===== config.mk =====
export PLATFORM = sky130hd
export DESIGN_NAME = matrix_stream_io_flat
export DESIGN_NICKNAME = d
export VERILOG_FILES = /design/src/rtl/matrix_stream_io_if.sv /design/src/rtl/matrix_stream_io.sv /design/src/flat_wrapper.sv
export SDC_FILE = /design/constraint.sdc
export NUM_CORES = 1
export LEC_CHECK = 0
export ABC_AREA = 1
export ABC_CLOCK_PERIOD_IN_PS = 2100
export CAP_MARGIN = 20
export CORE_MARGIN = 10
export CORE_UTILIZATION = 50
export CTS_CLUSTER_SIZE = 8
export DETAILED_ROUTE_END_ITERATION = 8
export PLACE_DENSITY = 0.78
export SLEW_MARGIN = 40
export SYNTH_ARGS = -nofsm -noshare
export SYNTH_HDL_FRONTEND = slang
export SYNTH_SLANG_ARGS = --single-unit

===== constraint.sdc =====
create_clock -name clk -period 2.1 [get_ports clk]
set_input_delay 0.525 -clock clk [delete_from_list [all_inputs] [get_ports clk]]
set_output_delay 0.525 -clock clk [all_outputs]
set_load 0.01 [all_outputs]

===== src/rtl/matrix_stream_io_if.sv =====
// Element stream: one W-bit element per valid/ready beat, with an end-of-frame marker.
// The input stream leaves last unused; the result stream raises it on the final element.
interface matrix_stream_io_if #(
    parameter int W = 6
);
    logic [W-1:0] data;
    logic         valid;
    logic         ready;
    logic         last;

    modport master (output data, output valid, output last, input ready);
    modport slave  (input data, input valid, input last, output ready);
endinterface


===== src/rtl/matrix_stream_io.sv =====
// Serial front-end for a combinational 3x3 matrix multiplier: loads A then B one
// element per beat, waits CALC_LAT cycles for the core, then streams the 9 results out.
module matrix_stream_io #(
    parameter int W        = 6,
    parameter int CALC_LAT = 1
) (
    input  logic                clk,
    input  logic                rst_n,
    matrix_stream_io_if.slave   i_in,
    matrix_stream_io_if.master  o_out,
    output logic [9*W-1:0]      o_mat_a,
    output logic [9*W-1:0]      o_mat_b,
    input  logic [9*W-1:0]      i_mat_res,
    output logic                o_busy
);
    typedef enum logic [1:0] {LOAD_A, LOAD_B, WAIT, SEND} state_t;

    localparam logic [3:0] LAST_IDX = 4'd8;
    localparam logic [3:0] LAT_M1   = 4'(CALC_LAT - 1);

    state_t       r_state, w_state_nxt;
    logic [3:0]   r_idx, w_idx_nxt;
    logic [3:0]   r_cnt, w_cnt_nxt;
    logic         w_wr_a, w_wr_b, w_cap;
    logic [W-1:0] r_a   [9];
    logic [W-1:0] r_b   [9];
    logic [W-1:0] r_res [9];

    always_ff @(posedge clk or negedge rst_n) begin
        if (!rst_n) begin
            r_state <= LOAD_A;
            r_idx   <= '0;
            r_cnt   <= '0;
        end else begin
            r_state <= w_state_nxt;
            r_idx   <= w_idx_nxt;
            r_cnt   <= w_cnt_nxt;
        end
    end

    // The input side is always ready in the LOAD states, so a beat is just valid.
    always_comb begin
        w_state_nxt = r_state;
        w_idx_nxt   = r_idx;
        w_cnt_nxt   = r_cnt;
        w_wr_a      = 1'b0;
        w_wr_b      = 1'b0;
        w_cap       = 1'b0;
        case (r_state)
            LOAD_A: begin
                if (i_in.valid) begin
                    w_wr_a = 1'b1;
                    if (r_idx == LAST_IDX) begin
                        w_idx_nxt   = '0;
                        w_state_nxt = LOAD_B;
                    end else begin
                        w_idx_nxt = r_idx + 4'd1;
                    end
                end
            end
            LOAD_B: begin
                if (i_in.valid) begin
                    w_wr_b = 1'b1;
                    if (r_idx == LAST_IDX) begin
                        w_idx_nxt   = '0;
                        w_cnt_nxt   = '0;
                        w_state_nxt = WAIT;
                    end else begin
                        w_idx_nxt = r_idx + 4'd1;
                    end
                end
            end
            WAIT: begin
                w_cnt_nxt = r_cnt + 4'd1;
                if (r_cnt == LAT_M1) begin
                    w_cap       = 1'b1;
                    w_idx_nxt   = '0;
                    w_state_nxt = SEND;
                end
            end
            SEND: begin
                if (o_out.ready) begin
                    if (r_idx == LAST_IDX) begin
                        w_idx_nxt   = '0;
                        w_state_nxt = LOAD_A;
                    end else begin
                        w_idx_nxt = r_idx + 4'd1;
                    end
                end
            end
            default: w_state_nxt = LOAD_A;
        endcase
    end

    always_ff @(posedge clk or negedge rst_n) begin
        if (!rst_n) begin
            for (int k = 0; k < 9; k++) begin
                r_a[k]   <= '0;
                r_b[k]   <= '0;
                r_res[k] <= '0;
            end
        end else begin
            if (w_wr_a) r_a[r_idx] <= i_in.data;
            if (w_wr_b) r_b[r_idx] <= i_in.data;
            if (w_cap) begin
                for (int k = 0; k < 9; k++) begin
                    r_res[k] <= i_mat_res[9*W-1-W*k -: W];
                end
            end
        end
    end

    // Element 0 ([0][0]) lives in the MSBs of each packed bus.
    for (genvar k = 0; k < 9; k++) begin : g_pack
        assign o_mat_a[9*W-1-W*k -: W] = r_a[k];
        assign o_mat_b[9*W-1-W*k -: W] = r_b[k];
    end

    assign i_in.ready  = (r_state == LOAD_A) || (r_state == LOAD_B);
    assign o_out.valid = (r_state == SEND);
    assign o_out.last  = (r_state == SEND) && (r_idx == LAST_IDX);
    assign o_out.data  = (r_state == SEND) ? r_res[r_idx] : '0;
    assign o_busy      = !((r_state == LOAD_A) && (r_idx == 4'd0));

endmodule


===== src/flat_wrapper.sv =====
// flat-port wrapper written by rule: the top's interface ports become plain ports
module matrix_stream_io_flat 
#(
    parameter int W        = 6,
    parameter int CALC_LAT = 1
)
  (clk, rst_n, o_mat_a, o_mat_b, i_mat_res, o_busy, i_in_data, i_in_valid, i_in_last, i_in_ready, o_out_data, o_out_valid, o_out_last, o_out_ready);
  matrix_stream_io_if #(.W(W)) i_in_i ();
  matrix_stream_io_if #(.W(W)) o_out_i ();
  input  logic clk;
  input  logic rst_n;
  output logic [9*W-1:0] o_mat_a;
  output logic [9*W-1:0] o_mat_b;
  input  logic [9*W-1:0] i_mat_res;
  output logic o_busy;
  input wire logic [$bits(i_in_i.data)-1:0] i_in_data;
  input wire logic [$bits(i_in_i.valid)-1:0] i_in_valid;
  input wire logic [$bits(i_in_i.last)-1:0] i_in_last;
  output wire logic [$bits(i_in_i.ready)-1:0] i_in_ready;
  output wire logic [$bits(o_out_i.data)-1:0] o_out_data;
  output wire logic [$bits(o_out_i.valid)-1:0] o_out_valid;
  output wire logic [$bits(o_out_i.last)-1:0] o_out_last;
  input wire logic [$bits(o_out_i.ready)-1:0] o_out_ready;
  assign i_in_i.data = i_in_data;
  assign i_in_i.valid = i_in_valid;
  assign i_in_i.last = i_in_last;
  assign i_in_ready = i_in_i.ready;
  assign o_out_data = o_out_i.data;
  assign o_out_valid = o_out_i.valid;
  assign o_out_last = o_out_i.last;
  assign o_out_i.ready = o_out_ready;
  matrix_stream_io #(.W(W), .CALC_LAT(CALC_LAT)) u_core (.clk(clk), .rst_n(rst_n), .i_in(i_in_i), .o_out(o_out_i), .o_mat_a(o_mat_a), .o_mat_b(o_mat_b), .i_mat_res(i_mat_res), .o_busy(o_busy));
endmodule

==> results of run 1 <==
-- cell usage in the layout, fill, tap and decap left out, drive strengths merged, types with 7 or more instances in the layout --
cell type,instances
nand2,188
dfrtp,172
a21oi,68
nor2,93
buf,66
inv,74
clkinv,7
ha,12
nand3,53
clkbuf,22
clkdlybuf4s50,170
o21ai,109
-- area by class of cell --
type                    count  area [um2]  area share
flip-flops and latches    172        4310       0.413
multi-input cells         531        2700       0.259
repair buffers            238        2330       0.224
clock buffers              21         450      0.0432
inverters                  75         289      0.0277
well taps                 184         230      0.0221
clock inverters            11         120      0.0115
-- power by group --
group          total (mW)  leakage (nW)  internal [mW]  switching [mW]
Sequential           5.52          2.12           4.80           0.717
Combinational        7.82          2.55           3.63            4.20
Clock                3.04         0.273           1.78            1.27
-- per-layer routing --
metal	vias up	global-route usage	wire, um
met3	41	0.0861	2080
met4	0	0.0608	522
met5	-	0	0
li1	3047	-	-
met2	241	0.349	10700
met1	3087	0.266	8980
-- path summary, 6_finish.rpt --
| path | end | cells past startpoint |
|---|---|---|
| min in group clk | u_core.o_mat_b[17]$_DFFE_PN0P_ | 2 |
| max in group asynchronous | u_core.o_mat_a[14]$_DFFE_PN0P_ | 2 |
| setup reg to reg | u_core.o_mat_a[11]$_DFFE_PN0P_ | 7 |
| setup / recovery | o_out_data[3] | 7 |
| hold / removal | u_core.r_res[30]$_DFFE_PN0P_ | 1 |
| hold reg to reg | u_core.o_mat_b[17]$_DFFE_PN0P_ | 2 |
-- Yosys cell counts --
cell and count:
sky130_fd_sc_hd__nand2_1 188, sky130_fd_sc_hd__dfrtp_1 172, sky130_fd_sc_hd__nor2_1 87, sky130_fd_sc_hd__inv_1 73
sky130_fd_sc_hd__a21oi_1 68, sky130_fd_sc_hd__o21ai_0 53, sky130_fd_sc_hd__nand3_1 50, sky130_fd_sc_hd__o21ai_1 32
sky130_fd_sc_hd__o21ai_2 24, sky130_fd_sc_hd__buf_2 18, sky130_fd_sc_hd__clkbuf_1 14, sky130_fd_sc_hd__ha_1 12
sky130_fd_sc_hd__buf_6 10, sky130_fd_sc_hd__nand4_1 3, sky130_fd_sc_hd__buf_1 2, sky130_fd_sc_hd__buf_4 2
sky130_fd_sc_hd__nand3_2 2, sky130_fd_sc_hd__nor2_2 2, sky130_fd_sc_hd__nor2_4 2, sky130_fd_sc_hd__o21bai_1 2
sky130_fd_sc_hd__or2_2 2, sky130_fd_sc_hd__inv_2 1, sky130_fd_sc_hd__inv_4 1, sky130_fd_sc_hd__nand3_4 1
sky130_fd_sc_hd__nor2_8 1, sky130_fd_sc_hd__xor2_1 1
-- timing repair --
action,4_1_cts,5_1_grt
pin swaps,11,11
resized for setup,61,27
setup buffers,11,5
endpoints found under the setup margin,10,10
gates cloned,2,1
-- sequential cells by signal, indices dropped and copies added (netlist names) --
register        count
u_core.r_res       54
u_core.r_state      2
u_core.o_mat_b     54
u_core.r_cnt        4
u_core.r_idx        4
u_core.o_mat_a     54
-- kinds of logic (layout without fill, tap and decap cells) --
family                     after synthesis  after routing  synth area share
and+or+nand+nor                        338            339             0.189
xor gates and xnor gates                 1              1           0.00118
buffers and inverters                  121            345            0.0757
adders and majority gates               12             12            0.0202
DFF                                    172            172             0.580
AOI/OAI and AO/OA                      179            179             0.134
-- metrics by stage --
step | util | TNS (ns) | setup slack [ns] | hold slack, ns | cell area [um2]
global route | 0.718 | -1.28 | -0.227 | 0.0273 | 10400
detailed placement | 0.661 | -1.04 | -0.195 | 0.468 | 9610
CTS | 0.712 | -0.753 | -0.157 | 0.0255 | 10300
global placement | 0.661 | -0.979 | -0.188 | 0.464 | 9610
finish | 0.718 | -0.850 | -0.197 | 0.00959 | 10400
floorplan | - | 0 | 0.111 | 0.229 | 7420
==> out/results.md, run 1 <==
| Item | Value |
| --- | --- |
| Status | finished, violations left |
| Violations in the final reports | setup timing |
| Minimum clock period after layout | 2.30 ns |
| Die boundary width | 142 um |
| Most prevalent standard cell on the critical path | sky130_fd_sc_hd__nand3_2 |
| Placed instance count | 1184 |
| Number of filler instances in the final layout | 1071 |
| Average instance area after synthesis | 9.02 um2 |
| Number of max-capacitance violations reported | 0 |
| DR pass1 iterations | 5 |
| Worst slew margin relative to its limit | 0.696 |
| TritonCTS clock tree | done |
| Number of slew-limit violations in the final report | 0 |
| First-pass GRT wire length | 34.7 mm |
| Worst-path cell with the longest stage delay | sky130_fd_sc_hd__dfrtp_2 |
| Delay-heaviest family, CP | simple AND/OR/NAND/NOR gates |
| Standard cell core area | 14500 um2 |
| Number of nets in the layout | 1112 |
| Crit path buffers/inverters | 2 |
| Initial standard-cell utilization of the core | 0.511 |
| Tightest Pin Transition | 0.455 ns |
| Total of warnings raised by yosys | 0 |
| Highest ir drop seen on vdd | 1050 uV |
| Critical Path RT | 1.57 ns |
| First element of the critical path | u_core.r_idx[3]$_DFFE_PN0P_ |
| Area share of the largest cell type after synthesis | 0.580 |
| H-Tree Level Count | 4 |
| Library cells used by synthesis | 26 |
| Pin count of the biggest net entering global routing | 55 |
| DP Wirelength | 15.1 mm |
| Fin cells | 1232 |
| DRC violation total after the first TritonRoute iteration | 582 |
| Clock-pin slew on the worst setup and hold paths | 0.06 ns |
| Area of the die | 20100 um2 |
| Number of placement rows | 44 |
| I/O pin cnt | 183 |
| Worst R2R Start | u_core.r_state[1]$_DFFE_PN0P_ |
| Setup ws final | -0.197 ns |
| Critical setup path kind | reg2out |
| Count of buffers inserted at the top-level ports | 181 |
| Vias post-DR | 6416 |
| Library cell used as clock root buffer | sky130_fd_sc_hd__clkbuf_16 |
| Maximum root-to-sink buffer count | 2 |
| Vias in the first global route | 6345 |
| Number of remaining DRC errors | 0 |
| Setup repair after global routing missed its margin | yes |
| Worst clock skew on the final layout | 0.00707 ns |
| Flip-flop and latch count after synthesis | 172 |
| Fraction of final layout cells with drive strength greater than 1 | 0.156 |
| Endpoints failing setup | 6 |
| Syn Inst Count | 823 |
| Clk_lat worst skew | 0.42 ns |
| Ordered cell list for the critical path | buf_8 > nor2_8 > nand3_2 > nand3_2 > nand2_1 > nor2_1 > buf_2 |
| Via density per instance | 5.21 |
| Wire length per cell after detailed routing | 18.1 um |
| Synthesized Nets | 900 |
| Max incr delay on CP | 0.44 ns |
| Antenna-violating nets left | 0 |
| Endpoint type of the worst setup path | output port |
| Peak Freq | 435 MHz |
| Endpoint arrival time on the critical path | 1.77 ns |
| Ratio of final minimum period to clock period | 1.09 |
| Ranking of synthesized cells by area | sky130_fd_sc_hd__dfrtp_1 (58%), sky130_fd_sc_hd__nand2_1 (9.5%), sky130_fd_sc_hd__a21oi_1 (4.6%) |
| Setup slack, reg-to-reg | 0.25 ns |
| Floorplan die height | 142 um |
| Gp weighted congestion | 0.842 |
| Static leakage | 4.94 nW |
| Number of antenna violations at the first check in global routing | 0 |
| Worst setup SP type | flop |
| Post-synthesis instance area | 7420 um2 |
| Final count of hold timing violations | 0 |
| Worst min path class | in2async |
| Pwr per Cell Area | 1570 nW/um2 |
| Overflow left after global routing | 0 |
| Cell taking the most area after synthesis | sky130_fd_sc_hd__dfrtp_1 |
| Critical Path Fanout Max | 7 |
| Portion of the post-synthesis area used by sequential elements | 0.580 |
| TritonCTS buffer count | 17 |
| Routed Wire Length | 22.2 mm |
| Total clock sinks | 172 |
| Global router's overall resource usage | 0.218 |
| Number of buffers inserted for hold repair after clock tree synthesis | 0 |
| Overall power after layout | 16.4 mW |
| Ant. Diodes | 0 |
| Post-synthesis to final-layout area growth | 40.6% |
Note: power is estimated with default switching activity, not from simulation.
==> run 2: changes to the inputs <==
SLEW_MARGIN = 20   (was 40)
==> results of run 2 <==
The final DEF is identical to that of run 1; final timing and power are the same.
==> run 3: changes to the inputs <==
CORE_ASPECT_RATIO = 1.25   (was unset)
==> out/results.md, run 3 (synthesized netlist as in run 1, its figures left out) <==
| Item | Value | Delta |
| --- | --- | --- |
| Final count of hold timing violations | 0 | unchanged |
| Endpoints failing setup | 6 | unchanged |
| Worst clock skew on the final layout | 0.00766 ns | +0.000590 ns |
| Minimum clock period after layout | 2.27 ns | -0.0307 ns |
| Fraction of final layout cells with drive strength greater than 1 | 0.193 | +0.0365 |
| Endpoint type of the worst setup path | output port |  |
| H-Tree Level Count | 4 | unchanged |
| Standard cell core area | 14500 um2 | -0.45% |
| Die boundary width | 129 um | -9.1% |
| Vias post-DR | 6457 | +0.64% |
| Static leakage | 5.07 nW | +2.7% |
| TritonCTS clock tree | done |  |
| Total clock sinks | 172 | unchanged |
| Highest ir drop seen on vdd | 943 uV | -10% |
| First-pass GRT wire length | 35.1 mm | +1.3% |
| Clk_lat worst skew | 0.42 ns | about the same |
| Placed instance count | 1182 | -0.17% |
| TritonCTS buffer count | 17 | unchanged |
| Final non-filler cell area | 10700 um2 | +2.3% |
| Number of remaining DRC errors | 0 | unchanged |
| Ratio of final minimum period to clock period | 1.08 | -0.0146 |
| Floorplan die height | 156 um | +10% |
| Peak Freq | 441 MHz | +1.4% |
| Global router's overall resource usage | 0.222 | +0.00445 |
| Post-layout util | 0.738 | +0.0200 |
| Violations in the final reports | setup timing |  |
| Critical setup path kind | reg2out |  |
| Routed Wire Length | 22.6 mm | +1.7% |
| Setup ws final | -0.166 ns | +0.0307 ns |
| DR pass1 iterations | 5 | unchanged |
| Via density per instance | 5.23 | +0.39% |
| Total placed instance area | 9620 um2 | +0.10% |
| Gp weighted congestion | 0.888 | +5.5% |
| Clock-pin slew on the worst setup and hold paths | 0.07 ns | about the same |
| Count of buffers inserted at the top-level ports | 181 | unchanged |
| Antenna-violating nets left | 0 | unchanged |
| Number of buffers inserted for hold repair after clock tree synthesis | 0 | unchanged |
| Number of placement rows | 49 | +11% |
| First element of the critical path | u_core.r_idx[3]$_DFFE_PN0P_ |  |
| Post-synthesis to final-layout area growth | 43.9% |  |
| DRC violation total after the first TritonRoute iteration | 476 | -18% |
| Setup slack, reg-to-reg | 0.18 ns | -0.07 ns |
| Number of antenna violations at the first check in global routing | 0 | unchanged |
| Fin cells | 1235 | +0.24% |
| Endpoint arrival time on the critical path | 1.74 ns | -0.03 ns |
| Critical Path Fanout Max | 6 | -1 |
| Wire length per cell after detailed routing | 18.3 um | +1.4% |
| I/O pin cnt | 183 | unchanged |
| Tightest Pin Transition | 0.477 ns | +0.0214 ns |
| Ant. Diodes | 0 | unchanged |
| Library cell used as clock root buffer | sky130_fd_sc_hd__clkbuf_16 |  |
| Vias in the first global route | 6543 | +3.1% |
| Number of nets in the layout | 1121 | +0.81% |
| Setup repair after global routing missed its margin | yes |  |
| Pwr per Cell Area | 1580 nW/um2 | +0.95% |
| Worst min path class | in2async |  |
| TNS Setup | -0.794 ns | +0.0562 ns |
| Worst slack on hold paths | 0.0439 ns | +0.0343 ns |
| Critical Path RT | 1.57 ns | about the same |
| Leading cell types in the layout, fill and taps excluded | sky130_fd_sc_hd__clkdlybuf4s50_1 (170), sky130_fd_sc_hd__dfrtp_1 (170), sky130_fd_sc_hd__nand2_1 (167) |  |
| DP Wirelength | 15.4 mm | +2.6% |
| Pin count of the biggest net entering global routing | 109 | +98% |
| Initial standard-cell utilization of the core | 0.513 | +0.00230 |
| Number of slew-limit violations in the final report | 0 | unchanged |
| Number of max-capacitance violations reported | 0 | unchanged |
| Worst slew margin relative to its limit | 0.682 | -0.0142 |
| Area of the die | 20100 um2 | +0.16% |
| Worst R2R Start | u_core.r_idx[0]$_DFFE_PN0P_ |  |
| Maximum root-to-sink buffer count | 2 | unchanged |
| Overflow left after global routing | 0 | unchanged |
| Worst setup SP type | flop |  |
| Status | finished, violations left |  |
## run 3: cell types whose count changed in the layout (fill, tap and decap cells not counted), sizes merged
cell and delta:
clkinvlp -2, inv +5, clkbuf -2, buf +10
nor2 -1, dlygate4sd2 -1
## run 3: final timing paths
path,cells past startpoint,end
max,8,o_out_data[5]
min,1,u_core.r_res[30]$_DFFE_PN0P_
max reg2reg,8,u_core.o_mat_b[8]$_DFFE_PN0P_
min reg2reg,2,u_core.o_mat_a[32]$_DFFE_PN0P_
max in group asynchronous,2,u_core.r_res[19]$_DFFE_PN0P_
min in group clk,2,u_core.o_mat_a[32]$_DFFE_PN0P_
## run 3: report_power, final
group | switching [mW] | internal, mW
Sequential | 0.690 | 4.79
Combinational | 4.43 | 3.85
Clock | 1.35 | 1.81
## run 3: layout make-up
| cell class | instances | area (um2) |
|---|---|---|
| sequential | 172 | 4310 |
| fill | 1009 | 3790 |
| multi-input combinational | 530 | 2820 |
| timing repair buffer | 248 | 2440 |
| clock buffer | 18 | 439 |
| inverter | 75 | 287 |
| tap | 178 | 223 |
| clock inverter | 14 | 159 |
## run 3: routing by layer
layer	wire [um]	track usage	share of wire	vias up
met2	11500	0.377	0.51	222
li1	-	-	-	3068
met3	1950	0.0835	0.086	54
met4	675	0.0825	0.030	0
met5	0	0	0	-
met1	8440	0.249	0.37	3113
## run 3: through the flow
step | total power, mW | worst slack (ns)
2_1_floorplan | 9.22 | 0.111
3_3_place_gp | 12.5 | -0.127
3_5_place_dp | 12.7 | -0.169
4_1_cts | 16.5 | -0.140
5_1_grt | 18.0 | -0.241
6_report | 16.9 | -0.166
## run 3: worst max-delay path: stages (launching register included)
cell	delay [ns]
sky130_fd_sc_hd__dfrtp_2	0.44
sky130_fd_sc_hd__buf_6	0.14
sky130_fd_sc_hd__nor2_8	0.12
sky130_fd_sc_hd__buf_6	0.15
sky130_fd_sc_hd__nand3_2	0.08
sky130_fd_sc_hd__nand3_2	0.09
sky130_fd_sc_hd__nand2_1	0.06
sky130_fd_sc_hd__nor2_2	0.09
sky130_fd_sc_hd__buf_2	0.14
## run 3: timing repair
| item | 4_1_cts | 5_1_grt |
|---|---|---|
| pin swaps | 16 | 22 |
| setup endpoints to repair | 10 | 10 |
| gates resized for setup | 63 | 61 |
| gates cloned | 2 | 1 |
| buffers inserted | 18 | 3 |
